## config.mk

```make
export PLATFORM = sky130hd
export DESIGN_NAME = shift_vector_seq_flat
export DESIGN_NICKNAME = d
export VERILOG_FILES = /design/src/rtl/shift_seq_pkg.sv /design/src/rtl/shift_vector_seq_if.sv /design/src/rtl/shift_seq_lfsr.sv /design/src/rtl/shift_vector_seq.sv /design/src/flat_wrapper.sv
export SDC_FILE = /design/constraint.sdc
export NUM_CORES = 1
export LEC_CHECK = 0
export CAP_MARGIN = 20
export CELL_PAD_IN_SITES_DETAIL_PLACEMENT = 1
export CELL_PAD_IN_SITES_GLOBAL_PLACEMENT = 1
export CORE_ASPECT_RATIO = 1.25
export CORE_UTILIZATION = 44
export DETAILED_ROUTE_END_ITERATION = 6
export HOLD_SLACK_MARGIN = 0.06
export PLACE_DENSITY = 0.87
export SETUP_SLACK_MARGIN = 0.1
export SYNTH_ARGS = -nofsm -noshare
export SYNTH_HDL_FRONTEND = slang
export SYNTH_SLANG_ARGS = --single-unit
```

## constraint.sdc

```tcl
create_clock -name sys_clock -period 4.5 [get_ports sys_clock]
set_clock_uncertainty 0.2 [all_clocks]
set_input_delay 0.675 -clock sys_clock [delete_from_list [all_inputs] [get_ports sys_clock]]
set_output_delay 0.675 -clock sys_clock [all_outputs]
set_load 0.05 [all_outputs]
```

## src/rtl/shift_seq_pkg.sv

```systemverilog
// Shared types and constants for the barrel-shifter stimulus sequencer.
package shift_seq_pkg;

  typedef enum logic [1:0] {IDLE, LOAD, ISSUE, DONE} state_e;

  // Defaults sized wide; users cast down to DATA_W.
  localparam logic [63:0] DEF_LFSR_SEED = 64'hA5;
  localparam logic [63:0] DEF_LFSR_TAPS = 64'hB8;

  localparam logic DIR_LEFT  = 1'b0;
  localparam logic DIR_RIGHT = 1'b1;

endpackage

```

## src/rtl/shift_vector_seq_if.sv

```systemverilog
// Valid/ready vector bus between the sequencer (master) and the barrel shifter (slave).
interface shift_vector_seq_if #(
  parameter int DATA_W  = 8,
  parameter int SHAMT_W = $clog2(DATA_W)
);
  logic               out_valid;
  logic               out_ready;
  logic [DATA_W-1:0]  out_data;
  logic [SHAMT_W-1:0] out_shamt;
  logic               out_dir;
  logic               out_last;

  modport master (output out_valid, out_data, out_shamt, out_dir, out_last, input out_ready);
  modport slave  (input out_valid, out_data, out_shamt, out_dir, out_last, output out_ready);
endinterface

```

## src/rtl/shift_seq_lfsr.sv

```systemverilog
// Galois LFSR: load has priority over step; reset and load both return to SEED.
module shift_seq_lfsr #(
  parameter int             W    = 8,
  parameter logic [W-1:0]   SEED = 8'hA5,
  parameter logic [W-1:0]   TAPS = 8'hB8
) (
  input  logic         clk,
  input  logic         rst,
  input  logic         load,
  input  logic         step,
  output logic [W-1:0] q
);
  logic [W-1:0] lfsr_q, lfsr_d;

  always_comb begin
    lfsr_d = lfsr_q;
    if (load)      lfsr_d = SEED;
    else if (step) lfsr_d = (lfsr_q >> 1) ^ (lfsr_q[0] ? TAPS : '0);
  end

  always_ff @(posedge clk or posedge rst) begin
    if (rst) lfsr_q <= SEED;
    else     lfsr_q <= lfsr_d;
  end

  assign q = lfsr_q;
endmodule

```

## src/rtl/shift_vector_seq.sv

```systemverilog
// Self-running stimulus source for the barrel shifter: LFSR operands, swept shamt/dir.
// Optional SHIFT_SEQ_SIGNATURE_EN adds a 16-bit rotate-xor signature of accepted vectors.
module shift_vector_seq
  import shift_seq_pkg::*;
#(
  parameter int                 DATA_W      = 8,
  parameter int                 SHAMT_W     = $clog2(DATA_W),
  parameter int                 NUM_VECTORS = 64,
  parameter logic [DATA_W-1:0]  LFSR_SEED   = DATA_W'(DEF_LFSR_SEED),
  parameter logic [DATA_W-1:0]  LFSR_TAPS   = DATA_W'(DEF_LFSR_TAPS)
) (
  input  logic                 sys_clock,
  input  logic                 reset_rtl,
  input  logic                 start,
  shift_vector_seq_if.master   ob,
`ifdef SHIFT_SEQ_SIGNATURE_EN
  output logic [15:0]          sig,
`endif
  output logic                 busy,
  output logic                 done,
  output logic [15:0]          vec_count
);
  state_e      state_q, state_d;
  logic [15:0] idx_q, idx_d, cnt_q, cnt_d;
  logic        valid_q, valid_d, done_q, done_d;
  logic        xfer, is_last;
  logic [DATA_W-1:0] lfsr;

  assign xfer    = valid_q & ob.out_ready;
  assign is_last = (idx_q == 16'(NUM_VECTORS - 1));

  always_comb begin
    state_d = state_q;
    idx_d   = idx_q;
    cnt_d   = cnt_q;
    unique case (state_q)
      IDLE:  if (start) state_d = LOAD;
      LOAD:  begin
        idx_d   = '0;
        cnt_d   = '0;
        state_d = ISSUE;
      end
      ISSUE: if (xfer) begin
        idx_d = idx_q + 16'd1;
        cnt_d = cnt_q + 16'd1;
        if (is_last) state_d = DONE;
      end
      DONE:  if (start) state_d = LOAD;
      default: state_d = IDLE;
    endcase
    // Status flags follow the next state so they are registered, not decoded.
    valid_d = (state_d == ISSUE);
    done_d  = (state_d == DONE);
  end

  always_ff @(posedge sys_clock or posedge reset_rtl) begin
    if (reset_rtl) begin
      state_q <= IDLE;
      idx_q   <= '0;
      cnt_q   <= '0;
      valid_q <= 1'b0;
      done_q  <= 1'b0;
    end else begin
      state_q <= state_d;
      idx_q   <= idx_d;
      cnt_q   <= cnt_d;
      valid_q <= valid_d;
      done_q  <= done_d;
    end
  end

  shift_seq_lfsr #(.W(DATA_W), .SEED(LFSR_SEED), .TAPS(LFSR_TAPS)) u_lfsr (
    .clk  (sys_clock),
    .rst  (reset_rtl),
    .load (state_q == LOAD),
    .step (xfer),
    .q    (lfsr)
  );

`ifdef SHIFT_SEQ_SIGNATURE_EN
  logic [15:0] sig_q, sig_d;

  always_comb begin
    sig_d = sig_q;
    if (state_q == LOAD) sig_d = '0;
    else if (xfer)       sig_d = {sig_q[14:0], sig_q[15]} ^ 16'({ob.out_dir, ob.out_shamt, ob.out_data});
  end

  always_ff @(posedge sys_clock or posedge reset_rtl) begin
    if (reset_rtl) sig_q <= '0;
    else           sig_q <= sig_d;
  end

  assign sig = sig_q;
`endif

  // Fields decode straight from idx so they cannot move while stalled.
  assign ob.out_valid = valid_q;
  assign ob.out_data  = lfsr;
  assign ob.out_shamt = idx_q[SHAMT_W-1:0];
  assign ob.out_dir   = idx_q[SHAMT_W];
  assign ob.out_last  = valid_q & is_last;
  assign busy         = valid_q;
  assign done         = done_q;
  assign vec_count    = cnt_q;
endmodule

```

## src/flat_wrapper.sv

```systemverilog
// flat-port wrapper written by rule: the top's interface ports become plain ports
module shift_vector_seq_flat import shift_seq_pkg::*;
#(
  parameter int                 DATA_W      = 8,
  parameter int                 SHAMT_W     = $clog2(DATA_W),
  parameter int                 NUM_VECTORS = 64,
  parameter logic [DATA_W-1:0]  LFSR_SEED   = DATA_W'(DEF_LFSR_SEED),
  parameter logic [DATA_W-1:0]  LFSR_TAPS   = DATA_W'(DEF_LFSR_TAPS)
)
  (sys_clock, reset_rtl, start, busy, done, vec_count, ob_out_valid, ob_out_data, ob_out_shamt, ob_out_dir, ob_out_last, ob_out_ready);
  shift_vector_seq_if #(.DATA_W(DATA_W), .SHAMT_W(SHAMT_W)) ob_i ();
  input  logic sys_clock;
  input  logic reset_rtl;
  input  logic start;
  output logic busy;
  output logic done;
  output logic [15:0] vec_count;
  output wire logic [$bits(ob_i.out_valid)-1:0] ob_out_valid;
  output wire logic [$bits(ob_i.out_data)-1:0] ob_out_data;
  output wire logic [$bits(ob_i.out_shamt)-1:0] ob_out_shamt;
  output wire logic [$bits(ob_i.out_dir)-1:0] ob_out_dir;
  output wire logic [$bits(ob_i.out_last)-1:0] ob_out_last;
  input wire logic [$bits(ob_i.out_ready)-1:0] ob_out_ready;
  assign ob_out_valid = ob_i.out_valid;
  assign ob_out_data = ob_i.out_data;
  assign ob_out_shamt = ob_i.out_shamt;
  assign ob_out_dir = ob_i.out_dir;
  assign ob_out_last = ob_i.out_last;
  assign ob_i.out_ready = ob_out_ready;
  shift_vector_seq #(.DATA_W(DATA_W), .SHAMT_W(SHAMT_W), .NUM_VECTORS(NUM_VECTORS), .LFSR_SEED(LFSR_SEED), .LFSR_TAPS(LFSR_TAPS)) u_core (.sys_clock(sys_clock), .reset_rtl(reset_rtl), .start(start), .ob(ob_i), .busy(busy), .done(done), .vec_count(vec_count));
endmodule
```

=== Yosys cells after proc, flatten, opt, wreduce, memory -nomap -nowiden ===
Index checks and enable logic that the tools add are counted.

* Bits in registers: 44
* Bits of input ports: 4
* Output and inout port bits: 32
* Word-level logic and storage cells: 34

* $add $sub $neg: 2
* Equal/unequal tests: 7
* Muxes and demuxes: 11
* Bitwise logic cells: 3
* Reductions and logical operators: 5

{| class="wikitable"
|+ Operators by type and width
! cell !! number
|-
| $pmux 16 s2 || 2
|-
| $add 16x1->16 const B || 2
|-
| $mux 16 || 2
|-
| $mux 8 || 3
|-
| $eq 16x6->1 const B || 1
|-
| $eq 2x2->1 const B || 4
|-
| $xor 7x8->8 || 1
|-
| $mux 2 || 3
|-
| $pmux 2 s3 || 1
|-
| $reduce_bool 2->1 || 2
|-
| $and 1x1->1 || 2
|-
| $eq 2x1->1 const B || 1
|-
| $logic_not 2->1 || 1
|-
| $ne 2x2->1 const B || 1
|-
| $reduce_and 2->1 || 1
|-
| $reduce_or 2->1 || 1
|}

=== Longest topological paths before layout ===
* Word-level depth: 5
* Mapped depth: 7
* Gate-level depth less buffers: 6

=== Hierarchy ===
A second synthesis with hierarchy kept.

* Cell total of the unflattened synthesis: 232
* Area, all modules: 2,249.7 µm²

{| class="wikitable"
|+ Modules (own cells, without submodules)
! module !! instances !! cells each !! area an instance (µm²) !! seq. area each (µm²)
|-
| shift_vector_seq || 1 || 201 || 1,895.6 || 900.9
|-
| shift_seq_lfsr || 1 || 31 || 354.1 || 205.2
|}

=== Worst setup path before layout ===
OpenSTA, ideal clock, no wires.

* Kind: flip-flop to output port
* From: register u_core.idx_q[3]
* To: output port ob_out_last
* Arrival: 1,490 ps
* Required time: 3,625 ps
* Path slack: 2,135 ps
* Cell stages (with the launch flop): 3
* Cell sequence: dfrtp_1 > and4_1 > and3_1

* Word-level cells in the longest chain between the ends: 2

{| class="wikitable"
|+ RTL lines
! element !! line !! text
|-
| from (decl) || shift_vector_seq.sv:24 || <nowiki>logic [15:0] idx_q, idx_d, cnt_q, cnt_d;</nowiki>
|-
| from (signal assigned) || shift_vector_seq.sv:65 || <nowiki>idx_q <= idx_d;</nowiki>
|-
| $eq 16x6->1 || shift_vector_seq.sv:30 || <nowiki>assign is_last = (idx_q == 16'(NUM_VECTORS - 1));</nowiki>
|-
| $and 1x1->1 || shift_vector_seq.sv:102 || <nowiki>assign ob.out_last = valid_q & is_last;</nowiki>
|-
| to (decl) || flat_wrapper.sv:22 || <nowiki>output wire logic [$bits(ob_i.out_last)-1:0] ob_out_last;</nowiki>
|}

No other way between the ends.

=== Worst setup path in the final report ===
* From: register u_core.idx_q[6]
* To: output port ob_out_last

The elaborated chain is that of the path after synthesis.

==> results.md <==
• I/O pin cnt: 36
• post-synthesis average cell area: 9.58 um2
• FF-to-FF Start: u_core.state_q[1]
• overall routed net length: 5.34 mm
• sequential share of the synthesized area: 0.497
• die height: 81.5 um
• fmax: 310 MHz
• detail-routed via count per cell: 5.77
• RSZ-0062 raised after global routing: no
• Worst Max-Slew Pin Slew: 678 ps
• # fillers: 560
• most common library cell in the layout ignoring fill and taps: dfrtp_1
• DP HPWL: 3.87 mm
• post-synth cell types: 41
• deepest level of the CTS H-tree: 2
• Post-Syn Nets: 240
• DRC violations left: 0
• wire length of the first global-routing pass: 8.98 mm
• Critical path origin: u_core.idx_q[6]
• peak supply drop: 0.523 mV
• CTS sink count: 44
• remaining global-route overflow: 0
• Netlist Area Pre-Place: 0.00222 mm2
• final-stage net count: 271
• cell area after placement: 0.00259 mm2
• number of flip-flops and latches in the synthesized netlist: 44
• cell leakage power: 0.00115 uW
• worst skew pair latency: 300 ps
• share of synthesized flip-flops with an asynchronous set or reset: 1.00
• effective utilization at floorplan: 0.463
• number of hold-slack violations in the final timing report: 0
• routed len/inst: 16.5 um
• number of buffers inserted during clock tree synthesis: 5
• GRT Total Usage: 0.221
• Final setup violation count: 0
• CTS Root Buffer Type: clkbuf_8
• Antenna Violating Nets Remaining: 0
• die boundary width: 65.6 um
• peak per-stage delay on the critical path: 800 ps
• number of buffers inserted for hold repair after clock tree synthesis: 0
• post-cts sizing count: 0
• area growth from synthesis to final layout: 21.4%
• number of max-slew violations in the final report: 0
• Data arrival, critical path: 2350 ps
• count of buffers inserted at the top-level ports: 35
• element type at the critical path start: flip-flop
• first-pass iteration count of the detailed router: 4
• worst hold-check slack: 302 ps
• post-route fraction of the period consumed by the critical path: 0.717
• post-layout total power: 1720 uW
• placed cell count: 315
• category of the critical setup timing path: reg2out
• CTS max path bufs: 2
• min Tclk post-route: 3220 ps
• total via count after detailed routing: 1870
• count of inserted antenna diode cells: 0
• origin of the worst min-delay path: u_core.u_lfsr.q[2]
• share of post-route cells with drive strength above 1: 0.0682
• result of the run: complete, no violations
• violation count after the first detailed-route iteration: 59
• initial antenna violation count: 0
• Sum Neg Setup Slack: 0 ps
• commonest non-fill, non-tap cells in the layout: 40 x dfrtp_1, 35 x clkdlybuf4s50_1, 33 x nand2_1
• number of cells in the finished layout apart from fillers: 324
• most frequent CP cell: and3_1
• gate count of the mapped netlist: 232
• TritonCTS clock tree: built
• final weighted congestion in routability-driven placement: 0.753
• Top FF cell, synth: dfrtp_1
• core footprint: 0.00480 mm2
• Yosys warnings: 0
• critical path cell sequence: nor4b_1 -> and3_1 -> and3_1 -> clkdlybuf4s50_1
• die outline area: 0.00534 mm2
• EDFF count, synth: 0
• required time of the critical path: 3620 ps
• number of rows created at floorplan: 28
• worst rel slew slack: 0.548
• setup fix buffers added after clock tree synthesis: 0
• nature of the critical path endpoint: output pin
• clock transition at the register clock pins on the worst setup and hold paths after CTS: 80 ps
• number of global-route vias before repair: 1926
• Layout Cell Area excl Fill: 0.00270 mm2
• pin count of the biggest net entering global routing: 27
• reported max-cap violation count: 0
• worst-path fanout max: 7
• PD cells: 638 mW/mm2
• worst-path cell with the longest stage delay: clkdlybuf4s50_1
• Hold/Removal Path Class: reg2reg
==> stage by stage <==
step / utilization / setup WS, ps
3_5_place_dp: 0.541 / 1400
6_report: 0.563 / 1280
2_1_floorplan: - / 2140
4_1_cts: 0.559 / 1300
3_3_place_gp: 0.541 / 1500
5_1_grt: 0.563 / 1180
==> cells in the mapped netlist (3+ instances only) <==
master    number  share of area
buf_4          4          0.014
or3_1          4          0.011
and3_1         4          0.011
nand2_1       33          0.056
a21oi_1       11          0.025
ha_1           4          0.023
inv_1          8          0.014
o31ai_1        7          0.024
nand4_1        9          0.025
nor2_1        17          0.029
and2_1         3         0.0084
xnor2_1        8          0.032
clkbuf_1       9          0.015
nand3b_1       3          0.010
o211ai_1       5          0.017
mux2i_1        4          0.018
and4_1         3          0.012
dfrtp_1       40           0.45
nor3_1         3         0.0068
xor2_1         4          0.016
dfstp_2        4          0.047
nand3_1       10          0.023
o21ai_0       10          0.023
==> final cells by class <==
class	instances	area [um2]	area share
Sequential cell	44	1110	0.410
Multi-Input combinational cell	166	1020	0.377
Timing Repair Buffer	38	380	0.141
Clock buffer	8	90.1	0.0334
Tap cell	60	75.1	0.0278
Inverter	8	30.0	0.0111
==> metal layers <==
metal / GRT usage / part of all wire / vias to the layer above / wire [um]
li1: - / - / 892 / -
met1: 0.260 / 0.44 / 953 / 2370
met2: 0.400 / 0.52 / 18 / 2760
met3: 0.0361 / 0.023 / 7 / 125
met4: 0.0804 / 0.014 / 0 / 77
met5: 0 / 0 / - / 0
==> worst paths after layout <==
path | endpoint | slack, ps | cells past startpoint
max | ob_out_last | 1280 | 4
min | u_core.u_lfsr.q[2] | 300 | 2
max reg2reg | u_core.vec_count[13] | 1730 | 6
min reg2reg | u_core.u_lfsr.q[2] | 300 | 2
max in group asynchronous | u_core.vec_count[10] | 2790 | 4
min in group asynchronous | u_core.busy | 500 | 2
==> registers in the layout, indices dropped and copies added, names as in the netlist <==
register / flops
u_core.idx_q: 16
u_core.vec_count: 16
u_core.u_lfsr.q: 8
u_core.state_q: 2
u_core.busy: 1
u_core.done: 1
==> report_power, final <==
part	internal (uW)	leakage [uW]	switching, uW
combinational	280	0.000522	544
clock	125	0.0000455	134
sequential	511	0.000581	127
total	916	0.00115	805
==> cell families after synthesis <==
family	after synthesis	synth area share
fa+ha+maj	4	0.0225
compound gates	46	0.139
buf+inv	22	0.0445
mux	4	0.0180
xor+xnor	12	0.0473
flops	44	0.497
simple gates	100	0.231
==> critical path, delay by kind of cell (launching register included) <==
family        cells  cell delay (ps)
simple gates      3              810
buf+inv           1              800
flops             1              450
Power figures use the tool's default switching activity.
